==> config.mk <==
export PLATFORM = sky130hd
export DESIGN_NAME = bram_sdp_stream_reader
export DESIGN_NICKNAME = d
export VERILOG_FILES = /design/src/rtl/bram_sdp_stream_reader.sv
export SDC_FILE = /design/constraint.sdc
export NUM_CORES = 1
export LEC_CHECK = 0
export CORE_ASPECT_RATIO = 1.2
export CORE_MARGIN = 3
export CORE_UTILIZATION = 40
export DETAILED_ROUTE_END_ITERATION = 8
export MAX_ROUTING_LAYER = met4
export PLACE_DENSITY_LB_ADDON = 0.05
export SLEW_MARGIN = 15
export SYNTH_ARGS = -nofsm -noshare
export SYNTH_HDL_FRONTEND = slang
export SYNTH_SLANG_ARGS = --single-unit
export TNS_END_PERCENT = 20
==> constraint.sdc <==
create_clock -name clk -period 2.1 [get_ports clk]
set_input_delay 0.21 -clock clk [delete_from_list [all_inputs] [get_ports clk]]
set_output_delay 0.21 -clock clk [all_outputs]
set_load 0.01 [all_outputs]
==> src/rtl/bram_sdp_stream_reader.sv <==
// bram_sdp_stream_reader
//
// Reads a run of consecutive words from the read port of a simple-dual-port
// BRAM and presents them as a valid/ready stream. Reads are issued only when
// the output FIFO is guaranteed to have room for every word still in flight,
// so the downstream consumer may stall at any time without data loss.
//
// Ports:
//   clk        rising-edge clock
//   resetn     asynchronous active-low reset
//   start      single-cycle transfer request (honoured only when idle)
//   base_addr  first BRAM address, sampled with start
//   length     number of words to read, sampled with start (0 is legal)
//   busy       high while a transfer is issuing or draining
//   done       one-cycle completion pulse (busy is low in that cycle)
//   rd_addr    BRAM RDADDR
//   rd_en      BRAM RDEN
//   rd_regce   BRAM REGCE, held high for the whole transfer
//   rd_data    BRAM DO
//   m_data     stream data
//   m_valid    stream valid
//   m_last     marks the final word of the transfer
//   m_ready    stream ready from the consumer
module bram_sdp_stream_reader #(
  parameter int DATA_WIDTH   = 16,
  parameter int ADDR_WIDTH   = 4,
  parameter int LEN_WIDTH    = ADDR_WIDTH + 1,
  parameter int READ_LATENCY = 2,
  parameter int FIFO_DEPTH   = 4
) (
  input  logic                  clk,
  input  logic                  resetn,
  input  logic                  start,
  input  logic [ADDR_WIDTH-1:0] base_addr,
  input  logic [LEN_WIDTH-1:0]  length,
  output logic                  busy,
  output logic                  done,
  output logic [ADDR_WIDTH-1:0] rd_addr,
  output logic                  rd_en,
  output logic                  rd_regce,
  input  logic [DATA_WIDTH-1:0] rd_data,
  output logic [DATA_WIDTH-1:0] m_data,
  output logic                  m_valid,
  output logic                  m_last,
  input  logic                  m_ready
);

  localparam logic [1:0] ST_IDLE   = 2'd0;
  localparam logic [1:0] ST_ISSUE  = 2'd1;
  localparam logic [1:0] ST_DRAIN  = 2'd2;
  localparam logic [1:0] ST_FINISH = 2'd3;

  localparam int CNT_W = $clog2(FIFO_DEPTH + 1);
  localparam int PTR_W = (FIFO_DEPTH > 1) ? $clog2(FIFO_DEPTH) : 1;
  localparam logic [CNT_W:0]   DEPTH_C  = (CNT_W + 1)'(FIFO_DEPTH);
  localparam logic [PTR_W-1:0] PTR_LAST = PTR_W'(FIFO_DEPTH - 1);

  logic [1:0]              state_q, state_d;
  logic [ADDR_WIDTH-1:0]   addr_q, addr_d;
  logic [LEN_WIDTH-1:0]    remain_q, remain_d;
  logic [LEN_WIDTH-1:0]    len_q, len_d;
  logic [LEN_WIDTH-1:0]    acc_q, acc_d;
  logic [READ_LATENCY-1:0] vld_pipe_q, vld_pipe_d;
  logic [DATA_WIDTH-1:0]   fifo_mem_q [FIFO_DEPTH];
  logic [PTR_W-1:0]        wr_ptr_q, wr_ptr_d;
  logic [PTR_W-1:0]        rd_ptr_q, rd_ptr_d;
  logic [CNT_W-1:0]        fifo_cnt_q, fifo_cnt_d;

  logic [CNT_W-1:0]        outstanding;
  logic                    credit_ok;
  logic                    fifo_push;
  logic                    fifo_pop;

  function automatic logic [PTR_W-1:0] ptr_inc(input logic [PTR_W-1:0] p);
    return (p == PTR_LAST) ? '0 : p + PTR_W'(1);
  endfunction

  // Stage: read issue. A read is allowed only if every word already in
  // flight plus every word buffered still leaves a free FIFO slot.
  always_comb begin
    outstanding = '0;
    for (int i = 0; i < READ_LATENCY; i++) begin
      outstanding = outstanding + CNT_W'(vld_pipe_q[i]);
    end
  end

  assign credit_ok = ({1'b0, outstanding} + {1'b0, fifo_cnt_q}) < DEPTH_C;
  assign rd_en     = (state_q == ST_ISSUE) && credit_ok;
  assign rd_addr   = addr_q;
  assign busy      = (state_q == ST_ISSUE) || (state_q == ST_DRAIN);
  assign rd_regce  = busy;
  assign done      = (state_q == ST_FINISH);

  // Stage: stream output from the FIFO head.
  assign m_valid   = (fifo_cnt_q != '0);
  assign m_data    = fifo_mem_q[rd_ptr_q];
  assign m_last    = m_valid && ((acc_q + LEN_WIDTH'(1)) == len_q);
  assign fifo_pop  = m_valid && m_ready;
  assign fifo_push = vld_pipe_q[READ_LATENCY-1];

  always_comb begin
    state_d  = state_q;
    addr_d   = addr_q;
    remain_d = remain_q;
    len_d    = len_q;
    acc_d    = fifo_pop ? acc_q + LEN_WIDTH'(1) : acc_q;

    case (state_q)
      ST_IDLE: begin
        if (start) begin
          addr_d   = base_addr;
          remain_d = length;
          len_d    = length;
          acc_d    = '0;
          state_d  = (length == '0) ? ST_FINISH : ST_ISSUE;
        end
      end
      ST_ISSUE: begin
        if (rd_en) begin
          addr_d   = addr_q + ADDR_WIDTH'(1);
          remain_d = remain_q - LEN_WIDTH'(1);
          if (remain_q == LEN_WIDTH'(1)) begin
            state_d = ST_DRAIN;
          end
        end
      end
      ST_DRAIN: begin
        // Nothing in flight and the only buffered word is the last one
        // being accepted right now: the transfer is complete.
        if ((outstanding == '0) && (fifo_cnt_q == CNT_W'(1)) && fifo_pop && m_last) begin
          state_d = ST_FINISH;
        end
      end
      ST_FINISH: state_d = ST_IDLE;
      default:   state_d = ST_IDLE;
    endcase
  end

  // Stage: BRAM latency pipe. Bit i is set when the read issued i+1 cycles
  // ago is still on its way; the top bit marks rd_data as valid now.
  always_comb begin
    vld_pipe_d[0] = rd_en;
    for (int i = 1; i < READ_LATENCY; i++) begin
      vld_pipe_d[i] = vld_pipe_q[i-1];
    end
  end

  // Stage: FIFO bookkeeping; push and pop in the same cycle leave the count.
  always_comb begin
    wr_ptr_d = fifo_push ? ptr_inc(wr_ptr_q) : wr_ptr_q;
    rd_ptr_d = fifo_pop  ? ptr_inc(rd_ptr_q) : rd_ptr_q;
    case ({fifo_push, fifo_pop})
      2'b10:   fifo_cnt_d = fifo_cnt_q + CNT_W'(1);
      2'b01:   fifo_cnt_d = fifo_cnt_q - CNT_W'(1);
      default: fifo_cnt_d = fifo_cnt_q;
    endcase
  end

  always_ff @(posedge clk or negedge resetn) begin
    if (!resetn) begin
      state_q    <= ST_IDLE;
      addr_q     <= '0;
      remain_q   <= '0;
      len_q      <= '0;
      acc_q      <= '0;
      vld_pipe_q <= '0;
      wr_ptr_q   <= '0;
      rd_ptr_q   <= '0;
      fifo_cnt_q <= '0;
      for (int i = 0; i < FIFO_DEPTH; i++) begin
        fifo_mem_q[i] <= '0;
      end
    end else begin
      state_q    <= state_d;
      addr_q     <= addr_d;
      remain_q   <= remain_d;
      len_q      <= len_d;
      acc_q      <= acc_d;
      vld_pipe_q <= vld_pipe_d;
      wr_ptr_q   <= wr_ptr_d;
      rd_ptr_q   <= rd_ptr_d;
      fifo_cnt_q <= fifo_cnt_d;
      if (fifo_push) begin
        fifo_mem_q[wr_ptr_q] <= rd_data;
      end
    end
  end

endmodule

==> qor.txt, run 1 <==
first-pass iteration count of the detailed router = 4
r2r startpoint = vld_pipe_q[0]
Port Buffers = 54
vias = 2970
Leakage = 2.546 nW
synth warn = 0
Async SR Flop Fraction = 100.0%
synthesized flop and latch total = 94
Hold Crit Class = input pin to asynchronous set/reset pin
Net Count, Synth = 401
CP endpoint kind = output pin
R2R depth = 9
register area = 2352 um^2
fillers = 997
number of antenna-violating nets in the routed design = 0
post-synthesis sequential area ratio = 51.56%
crit path launch = acc_q[1]
H-Tree Depth = 3
gr usage total = 16.58%
initial core utilization = 41.14%
Unique masters post-synth = 43
Final Critical Period = 2.119 ns
status = finished with violations
die height = 123.0 um
VDD IR max = 0.7752 mV
vias in the first global route = 3243
DR iter-0 viols = 94
final worst setup slack = -0.01858 ns
CP Max Fanout = 4
CTS tree = built
num ports = 55
Critical Path AT = 1.91 ns
Hold WS = 0.3822 ns
fmax = 472.0 MHz
Tcrit/Tclk final = 100.9%
clk buf depth = 2
pwr/cell area = 1552 nW/um^2
final wirelength = 9.275 mm
DP HPWL = 6.393 mm
largest net degree at the start of global routing = 39
CTS root buf = clkbuf_16
crit path kind = register to output pin
final number of setup-violating endpoints = 1
share of layout cells above drive strength 1 = 17.54%
Die Span X = 103.5 um
fin. max-slew vios = 0
Layout Skew = 0.007141 ns
Num CTS Buffers = 9
WL/cell = 15.64 um
area delta synth->final = 27.37%
vias per inst = 5.008
core area = 11090 um^2
clk_lat worst skew = 0.33 ns
row count = 42
Sinks on Clock Net = 94
grt ovf = 0
Avg Cell Area, Syn = 13.00 um^2
Residual DRC = 0
max capacitance violation total = 0
RSZ-0062 raised after global routing = yes
total power draw = 9.017 mW
final hold vios = 0
final net count = 486
Tightest Pin Transition = 0.5231 ns
first-pass GRT wire length = 15.87 mm
register-to-register setup slack = 0.16 ns
n_diodes = 0
multi-input logic area = 2140 um^2
Mapped Cells = 351
Worst R2R End = rd_addr[2]
Final Cell Area = 5811 um^2
Placer Congestion = 0.7857
EDFF count, synth = 0
ys flop type = dfrtp_1
CP Launch Type = register
Die Footprint = 12730 um^2
post-place instance area = 5459 um^2
Worst-path clk slew = 0.06 ns
failing checks = negative setup slack
Critical Path Sink = m_last
initial antenna violation count = 0
Worst EP required = 1.89 ns
synthesized cell area = 4562 um^2
Rel. slew slack = 65.12%
-- cell families (layout without fill, tap and decap cells) --
| kind of cell | Yosys count | after routing | synth area share [%] |
|---|---|---|---|
| compound gates | 34 | 34 | 4.773 |
| fa+ha+maj | 21 | 21 | 5.760 |
| flops | 94 | 94 | 51.56 |
| mux | 84 | 84 | 24.57 |
| xor+xnor | 12 | 12 | 2.304 |
| buf+inv | 28 | 116 | 2.633 |
| simple gates | 78 | 78 | 8.393 |
-- how the worst min path moves through the flow --
stage / slack (ns) / start / cells after the start / endpoint
floorplan: -0.09 / resetn / 0 / acc_q[0]
global placement: 0.23 / resetn / 1 / fifo_mem_q[49]
detailed placement: 0.22 / resetn / 1 / fifo_mem_q[49]
CTS: 0.40 / resetn / 2 / fifo_mem_q[49]
global route: 0.44 / vld_pipe_q[0] / 0 / vld_pipe_q[1]
finish: 0.38 / resetn / 2 / fifo_mem_q[49]
-- worst max-delay path, cell delays in order, from the launching register on --
cell and delay [ns]:
dfrtp_1 0.38, ha_2 0.20, nor2b_4 0.13, or4b_4 0.55
nand3_4 0.08, and2_4 0.14, buf_6 0.09
-- repair_timing --
| item | CTS | global route |
|---|---|---|
| buffers inserted | 1 | 2 |
| hold endpoints to repair | 34 | 0 |
| gates resized for setup | 24 | 13 |
| hold buffers | 1 | 0 |
| setup endpoints to repair | 18 | 10 |
| pin swaps | 1 | 7 |
-- metrics by stage --
stage / worst slack (ns) / instances / setup TNS [ns] / util, %
after floorplan: 0.2219 / 351 / 0 / -
after global placement: -0.1384 / 575 / -0.1384 / 49.23
after detailed placement: -0.1548 / 575 / -0.1604 / 49.23
after CTS: -0.05273 / 591 / -0.05273 / 51.86
after global routing: -0.09189 / 593 / -0.09189 / 52.40
final: -0.01858 / 593 / -0.01858 / 52.40
-- registers in the layout (all words and copies together), names as in the netlist, 3 cells and up --
name        flops
remain_q        5
fifo_cnt_q      3
rd_addr         4
acc_q           5
fifo_mem_q     64
len_q           5
-- synth_stat cells (2+ instances only) --
| cell type | number | area [um^2] |
|---|---|---|
| or3_1 | 3 | 18.77 |
| nor3_1 | 5 | 25.02 |
| inv_2 | 3 | 11.26 |
| mux4_2 | 16 | 360.4 |
| nor2_1 | 14 | 52.55 |
| mux2_1 | 64 | 720.7 |
| a31oi_1 | 3 | 18.77 |
| and2_1 | 2 | 12.51 |
| nor3b_1 | 2 | 15.01 |
| ha_1 | 21 | 262.8 |
| clkbuf_1 | 3 | 11.26 |
| nand3_1 | 3 | 15.01 |
| nand2_1 | 33 | 123.9 |
| o21ai_1 | 9 | 45.04 |
| dfrtp_1 | 94 | 2352 |
| o22a_1 | 2 | 17.52 |
| a21oi_1 | 8 | 40.04 |
| xnor2_1 | 7 | 61.31 |
| nand2b_1 | 2 | 12.51 |
| o21ai_0 | 2 | 10.01 |
| inv_1 | 12 | 45.04 |
| xor2_1 | 5 | 43.79 |
| mux2i_1 | 4 | 40.04 |
| buf_2 | 9 | 45.04 |
| nor2b_1 | 2 | 12.51 |
| a22oi_1 | 4 | 30.03 |
| nand4_1 | 3 | 18.77 |
-- power by group --
part / switching (mW) / internal (mW)
sequential: 0.525 / 2.72
clock: 0.646 / 0.976
combinational: 1.85 / 2.30
total: 3.02 / 6.00
-- final cells by class --
cell class | count | share of cell area (%)
clock inverter | 1 | 0.5168
timing repair buffer | 87 | 13.42
inverter | 15 | 0.9690
clock buffer | 13 | 4.479
multi-input combinational | 229 | 36.82
sequential | 94 | 40.48
tap | 154 | 3.316
-- routing by layer --
metal | GRT usage (%) | wire length [um] | up-vias
li1 | - | - | 1422
met1 | 21.18 | 4264 | 1499
met4 | 5.344 | 111 | 0
met5 | - | 0 | -
met3 | 3.104 | 283 | 8
met2 | 26.67 | 4616 | 41
-- layout by cell type (no fill, tap or decap), types with 3 or more instances in the layout --
cell,n
nor2_1,13
buf_4,32
a21oi_1,7
a31oi_1,3
nand4_1,3
nand3_1,3
dfrtp_1,94
ha_1,20
clkbuf_16,9
mux2i_1,4
mux2_1,64
dlygate4sd2_1,16
clkdlybuf4s50_1,34
xnor2_1,7
nand2_1,33
xor2_1,5
inv_1,12
inv_2,3
nor3_1,5
mux4_2,16
o21ai_1,9
a22oi_1,4
or3_1,3
No activity file was read; power rests on OpenSTA's default activity.
==> run 2: changes to the inputs <==
- CORE_MARGIN: 3 -> 5
- MAX_ROUTING_LAYER: met4 -> unset
==> run 2 against run 1 <==
Sequential power is essentially flat. The run still ends with negative setup slack left. Clock power grew 7%. Register-to-register slack lost 0.08 ns. Flip-flop and latch count is the same. Largest cell class unchanged. Final area grew 3.0%. Clock skew shrank 0.0021 ns. Critical path depth is the same. Worst hold slack lost 0.017 ns. Critical endpoint unchanged.
==> qor.txt, run 2 (synthesis gave the netlist of run 1 again) <==
status = finished with violations
failing checks = negative setup slack
Hold Crit Class = input pin to asynchronous set/reset pin
Tightest Pin Transition = 0.4343 ns (-0.08882 ns)
Worst-path clk slew = 0.06 ns (about the same)
die height = 127.0 um (+3.3%)
clk_lat worst skew = 0.34 ns (about the same)
DP Worst Slack = -0.2011 ns (-0.04632 ns)
Worst R2R End = remain_q[3]
share of layout cells above drive strength 1 = 17.50% (-0.040 points)
final net count = 485 (-0.21%)
CTS tree = built
CP Max Fanout = 5 (+1)
gr usage total = 14.88% (-1.7 points)
first-pass iteration count of the detailed router = 5 (+1)
Residual DRC = 0 (unchanged)
most common cell after layout, fill and taps aside = dfrtp_1
Most flops, register = fifo_mem_q
initial antenna violation count = 0 (unchanged)
setup TNS = -0.02922 ns (-0.01064 ns)
crit path kind = register to output pin
max capacitance violation total = 0 (unchanged)
fillers = 945 (-5.2%)
Critical Path AT = 1.92 ns (about the same)
register-to-register setup slack = 0.08 ns (-0.08 ns)
R2R depth = 8 (-1)
initial core utilization = 41.14% (unchanged)
Num CTS Buffers = 9 (unchanged)
Placer Congestion = 0.7535 (-4.1%)
grt ovf = 0 (unchanged)
number of antenna-violating nets in the routed design = 0 (unchanged)
Final Cell Area = 5982 um^2 (+3.0%)
Tcrit/Tclk final = 101.4% (+0.51 points)
CP Launch Type = register
fin. max-slew vios = 0 (unchanged)
Sinks on Clock Net = 94 (unchanged)
H-Tree Depth = 3 (unchanged)
Layout Skew = 0.005050 ns (-0.002092 ns)
r2r startpoint = vld_pipe_q[0]
Die Span X = 107.5 um (+3.9%)
largest net degree at the start of global routing = 33 (-15%)
core area = 11090 um^2 (unchanged)
CP endpoint kind = output pin
pwr/cell area = 1574 nW/um^2 (+1.4%)
multi-input logic area = 2146 um^2 (+0.29%)
VDD IR max = 0.7658 mV (-1.2%)
register area = 2354 um^2 (about the same)
clk buf depth = 2 (unchanged)
post-place instance area = 5514 um^2 (+1.0%)
CTS root buf = clkbuf_16
Worst EP required = 1.89 ns (about the same)
Die Footprint = 13650 um^2 (+7.2%)
Largest register FFs = 64 (unchanged)
num ports = 55 (unchanged)
n_diodes = 0 (unchanged)
first-pass GRT wire length = 15.96 mm (+0.56%)
WL/cell = 15.92 um (+1.8%)
DR iter-0 viols = 77 (-18%)
vias in the first global route = 3174 (-2.1%)
final number of setup-violating endpoints = 1 (unchanged)
Port Buffers = 54 (unchanged)
fmax = 469.7 MHz (-0.50%)
Leakage = 2.707 nW (+6.3%)
area delta synth->final = 31.13%
DP HPWL = 6.674 mm (+4.4%)
final wirelength = 9.456 mm (+2.0%)
Final Critical Period = 2.129 ns (+0.01064 ns)
RSZ-0062 raised after global routing = yes
Hold WS = 0.3649 ns (-0.01737 ns)
commonest non-fill, non-tap cells in the layout = dfrtp_1 (93), mux2_1 (64), clkdlybuf4s50_1 (35), nand2_1 (33), buf_4 (23)
row count = 42 (unchanged)
final hold vios = 0 (unchanged)
Rel. slew slack = 71.05% (+5.9 points)
vias per inst = 4.948 (-1.2%)
vias = 2939 (-1.0%)
final worst setup slack = -0.02922 ns (-0.01064 ns)
[run 2: changes by cell type in the layout (fill, tap and decap cells not counted), sizes merged]
| cell | before | now |
|---|---|---|
| dlymetal6s2s | 1 | 16 |
| bufinv | 1 | 2 |
| dlygate4sd2 | 16 | 0 |
| buf | 35 | 34 |
| clkinvlp | 0 | 1 |
| clkdlybuf4s50 | 34 | 35 |
[run 2: metrics by stage]
| stage | power, mW | util [%] | cells |
|---|---|---|---|
| floorplan | 5.823 | - | 351 |
| global placement | 7.562 | 49.73 | 574 |
| detailed placement | 7.681 | 49.73 | 574 |
| CTS | 9.537 | 52.99 | 591 |
| global route | 10.12 | 53.95 | 594 |
| finish | 9.414 | 53.95 | 594 |
[run 2: worst max path at each step]
stage / endpoint / depth (start not counted) / start
global route: m_last / 6 / acc_q[0]
CTS: m_data[10] / 3 / rd_ptr_q[0]
floorplan: rd_addr[2] / 7 / vld_pipe_q[0]
finish: m_last / 6 / acc_q[0]
detailed placement: m_last / 6 / acc_q[0]
global placement: m_last / 6 / acc_q[0]
[run 2: routing by layer]
metal,routed length (um),GRT usage (%)
met5,0,0
met4,184,5.869
met3,299,2.220
met2,4732,25.22
met1,4240,19.15
[run 2: layout make-up]
cell class,count,area share [%]
sequential,94,39.34
multi-input combinational,229,35.87
timing repair buffer,86,15.31
clock buffer,13,4.183
tap,154,3.221
clock inverter,3,1.129
inverter,15,0.9412
[run 2: worst max-delay path: stages, from the launching register on]
cell	delay [ns]
dfrtp_1	0.38
ha_2	0.21
nor2b_4	0.13
or4b_4	0.53
nand3_4	0.09
and2_4	0.15
buf_6	0.09
[run 2: timing repair]
action | 4_1_cts | 5_1_grt
pin swaps | 4 | 4
gates cloned | 0 | 0
endpoints found under the setup margin | 18 | 24
gates resized for setup | 18 | 24
hold buffers | 1 | 0
setup buffers | 0 | 3
endpoints found under the hold margin | 29 | 0
[run 2: where the power goes]
| part | total, mW | switching [mW] | leakage, nW | internal (mW) |
|---|---|---|---|---|
| combinational | 4.40 | 1.87 | 1.44 | 2.53 |
| sequential | 3.27 | 0.551 | 1.12 | 2.72 |
| clock | 1.74 | 0.659 | 0.150 | 1.08 |
| total | 9.41 | 3.08 | 2.71 | 6.33 |
==> run 3: changes to the inputs <==
- CORE_UTILIZATION: 40 -> 50
==> run 3 against run 2 <==
The flow still finishes with violations (negative setup slack). Clock skew is 0.0049 ns higher. Wire length is 7.3% lower. Non-clock buffer count is 4 lower. Cell count is 6.4% lower. Power is 8.2% lower. Critical path type unchanged. Largest power group unchanged. Highest routed layer unchanged.
==> qor.txt, run 3 (synthesis gave the netlist of run 1 again) <==
CP Max Fanout = 4 (-1)
n_diodes = 0 (unchanged)
final wirelength = 8.768 mm (-7.3%)
share of layout cells above drive strength 1 = 16.74% (-0.76 points)
failing checks = negative setup slack
vias in the first global route = 3248 (+2.3%)
CTS root buf = clkbuf_8
DP Cell Count = 536 (-6.6%)
first-pass iteration count of the detailed router = 4 (-1)
DP Worst Slack = -0.1583 ns (+0.04278 ns)
vias = 2966 (+0.92%)
max capacitance violation total = 0 (unchanged)
RSZ-0062 raised after global routing = yes
final hold vios = 0 (unchanged)
Final Cell Area = 5678 um^2 (-5.1%)
grt ovf = 0 (unchanged)
Worst-path clk slew = 0.09 ns (+0.03 ns)
Port Buffers = 54 (unchanged)
initial core utilization = 50.77% (+9.6 points)
Layout Skew = 0.009981 ns (+0.004931 ns)
CP Launch Type = register
post-place instance area = 5391 um^2 (-2.2%)
CP endpoint kind = output pin
die height = 114.6 um (-9.7%)
final net count = 481 (-0.82%)
DP HPWL = 6.240 mm (-6.5%)
clk_lat worst skew = 0.35 ns (about the same)
largest net degree at the start of global routing = 42 (+27%)
fillers = 720 (-24%)
Leakage = 2.527 nW (-6.6%)
Hold Crit Class = input pin to asynchronous set/reset pin
status = finished with violations
number of antenna-violating nets in the routed design = 0 (unchanged)
Rel. slew slack = 64.68% (-6.4 points)
Tightest Pin Transition = 0.5298 ns (+0.09544 ns)
Num CTS Buffers = 9 (unchanged)
crit path kind = register to output pin
pwr/cell area = 1522 nW/um^2 (-3.3%)
r2r startpoint = vld_pipe_q[0]
Sinks on Clock Net = 94 (unchanged)
WL/cell = 15.77 um (-0.94%)
Largest register FFs = 64 (unchanged)
Die Span X = 97.20 um (-9.6%)
gr usage total = 17.12% (+2.2 points)
DR iter-0 viols = 75 (-2.6%)
final number of setup-violating endpoints = 1 (unchanged)
register-to-register setup slack = 0.03 ns (-0.05 ns)
initial antenna violation count = 0 (unchanged)
Most flops, register = fifo_mem_q
fmax = 472.4 MHz (+0.59%)
Critical Path AT = 1.91 ns (about the same)
post-route insts no fill = 556 (-6.4%)
H-Tree Depth = 3 (unchanged)
num ports = 55 (unchanged)
final worst setup slack = -0.01674 ns (+0.01247 ns)
clk buf depth = 2 (unchanged)
VDD IR max = 0.9257 mV (+21%)
Residual DRC = 0 (unchanged)
vias per inst = 5.335 (+7.8%)
first-pass GRT wire length = 15.28 mm (-4.3%)
Worst EP required = 1.89 ns (about the same)
crit path launch = acc_q[0]
area delta synth->final = 24.47%
Final Critical Period = 2.117 ns (-0.01247 ns)
row count = 38 (-9.5%)
fin. max-slew vios = 0 (unchanged)
most common cell after layout, fill and taps aside = dfrtp_1
commonest non-fill, non-tap cells in the layout = dfrtp_1 (93), mux2_1 (64), clkdlybuf4s50_1 (34), nand2_1 (33), buf_4 (25)
Tcrit/Tclk final = 100.8% (-0.59 points)
Die Footprint = 11140 um^2 (-18%)
Layout Utilization = 63.19% (+9.2 points)
CTS tree = built
Placer Congestion = 0.7873 (+4.5%)
core area = 8986 um^2 (-19%)
-- run 3: cell count changes in the layout (fill, tap and decap cells not counted), sizes merged, moves of 2 or more --
cell / before / now
dlymetal6s2s: 16 / 4
dlygate4sd2: 0 / 11
clkdlybuf4s15: 0 / 2
buf: 34 / 30
clkinv: 0 / 2
-- run 3: repair_timing --
item / CTS / global route
endpoints found under the hold margin: 38 / 0
setup buffers: 1 / 2
pin swaps: 2 / 0
gates resized for setup: 26 / 10
hold buffers: 1 / 0
setup endpoints to repair: 27 / 11
-- run 3: final cells by class --
cell class | count | area, um^2 | area share, %
Timing Repair Buffer | 82 | 772.0 | 13.60
Sequential cell | 94 | 2354 | 41.45
Clock inverter | 3 | 40.04 | 0.7052
Tap cell | 120 | 150.1 | 2.644
Clock buffer | 13 | 178.9 | 3.151
Multi-Input combinational cell | 229 | 2127 | 37.46
Inverter | 15 | 56.30 | 0.9916
-- run 3: worst paths after layout --
kind	endpoint	cells past startpoint
setup / recovery	m_last	6
min in group clk	vld_pipe_q[1]	0
hold / removal	fifo_mem_q[51]	2
setup reg to reg	remain_q[0]	6
hold reg to reg	vld_pipe_q[1]	0
max in group asynchronous	len_q[4]	3
-- run 3: power breakdown --
group	leakage (nW)	internal, mW	switching, mW
clock network	0.115	0.677	0.606
logic	1.29	2.29	1.80
registers	1.12	2.72	0.555
-- run 3: routing by layer --
metal / wire (um) / GRT usage [%]
met1: 3924 / 20.94
met3: 248 / 2.803
met2: 4460 / 30.29
met5: 0 / 0
met4: 134 / 6.929
-- run 3: stage by stage --
step | hold slack, ns | total power, mW | TNS (ns)
2_1_floorplan | -0.08559 | 5.823 | 0
3_3_place_gp | 0.2259 | 7.398 | -0.1869
3_5_place_dp | 0.2282 | 7.533 | -0.5578
4_1_cts | 0.3828 | 8.709 | -0.4429
5_1_grt | 0.4154 | 9.344 | -0.3255
6_report | 0.3686 | 8.644 | -0.01674
-- run 3: critical path, cell delays in order, from the launching register on --
cell,delay (ns)
dfrtp_1,0.40
ha_2,0.20
nor2b_1,0.13
or4b_1,0.48
nand3_2,0.10
and2_4,0.15
buf_6,0.09
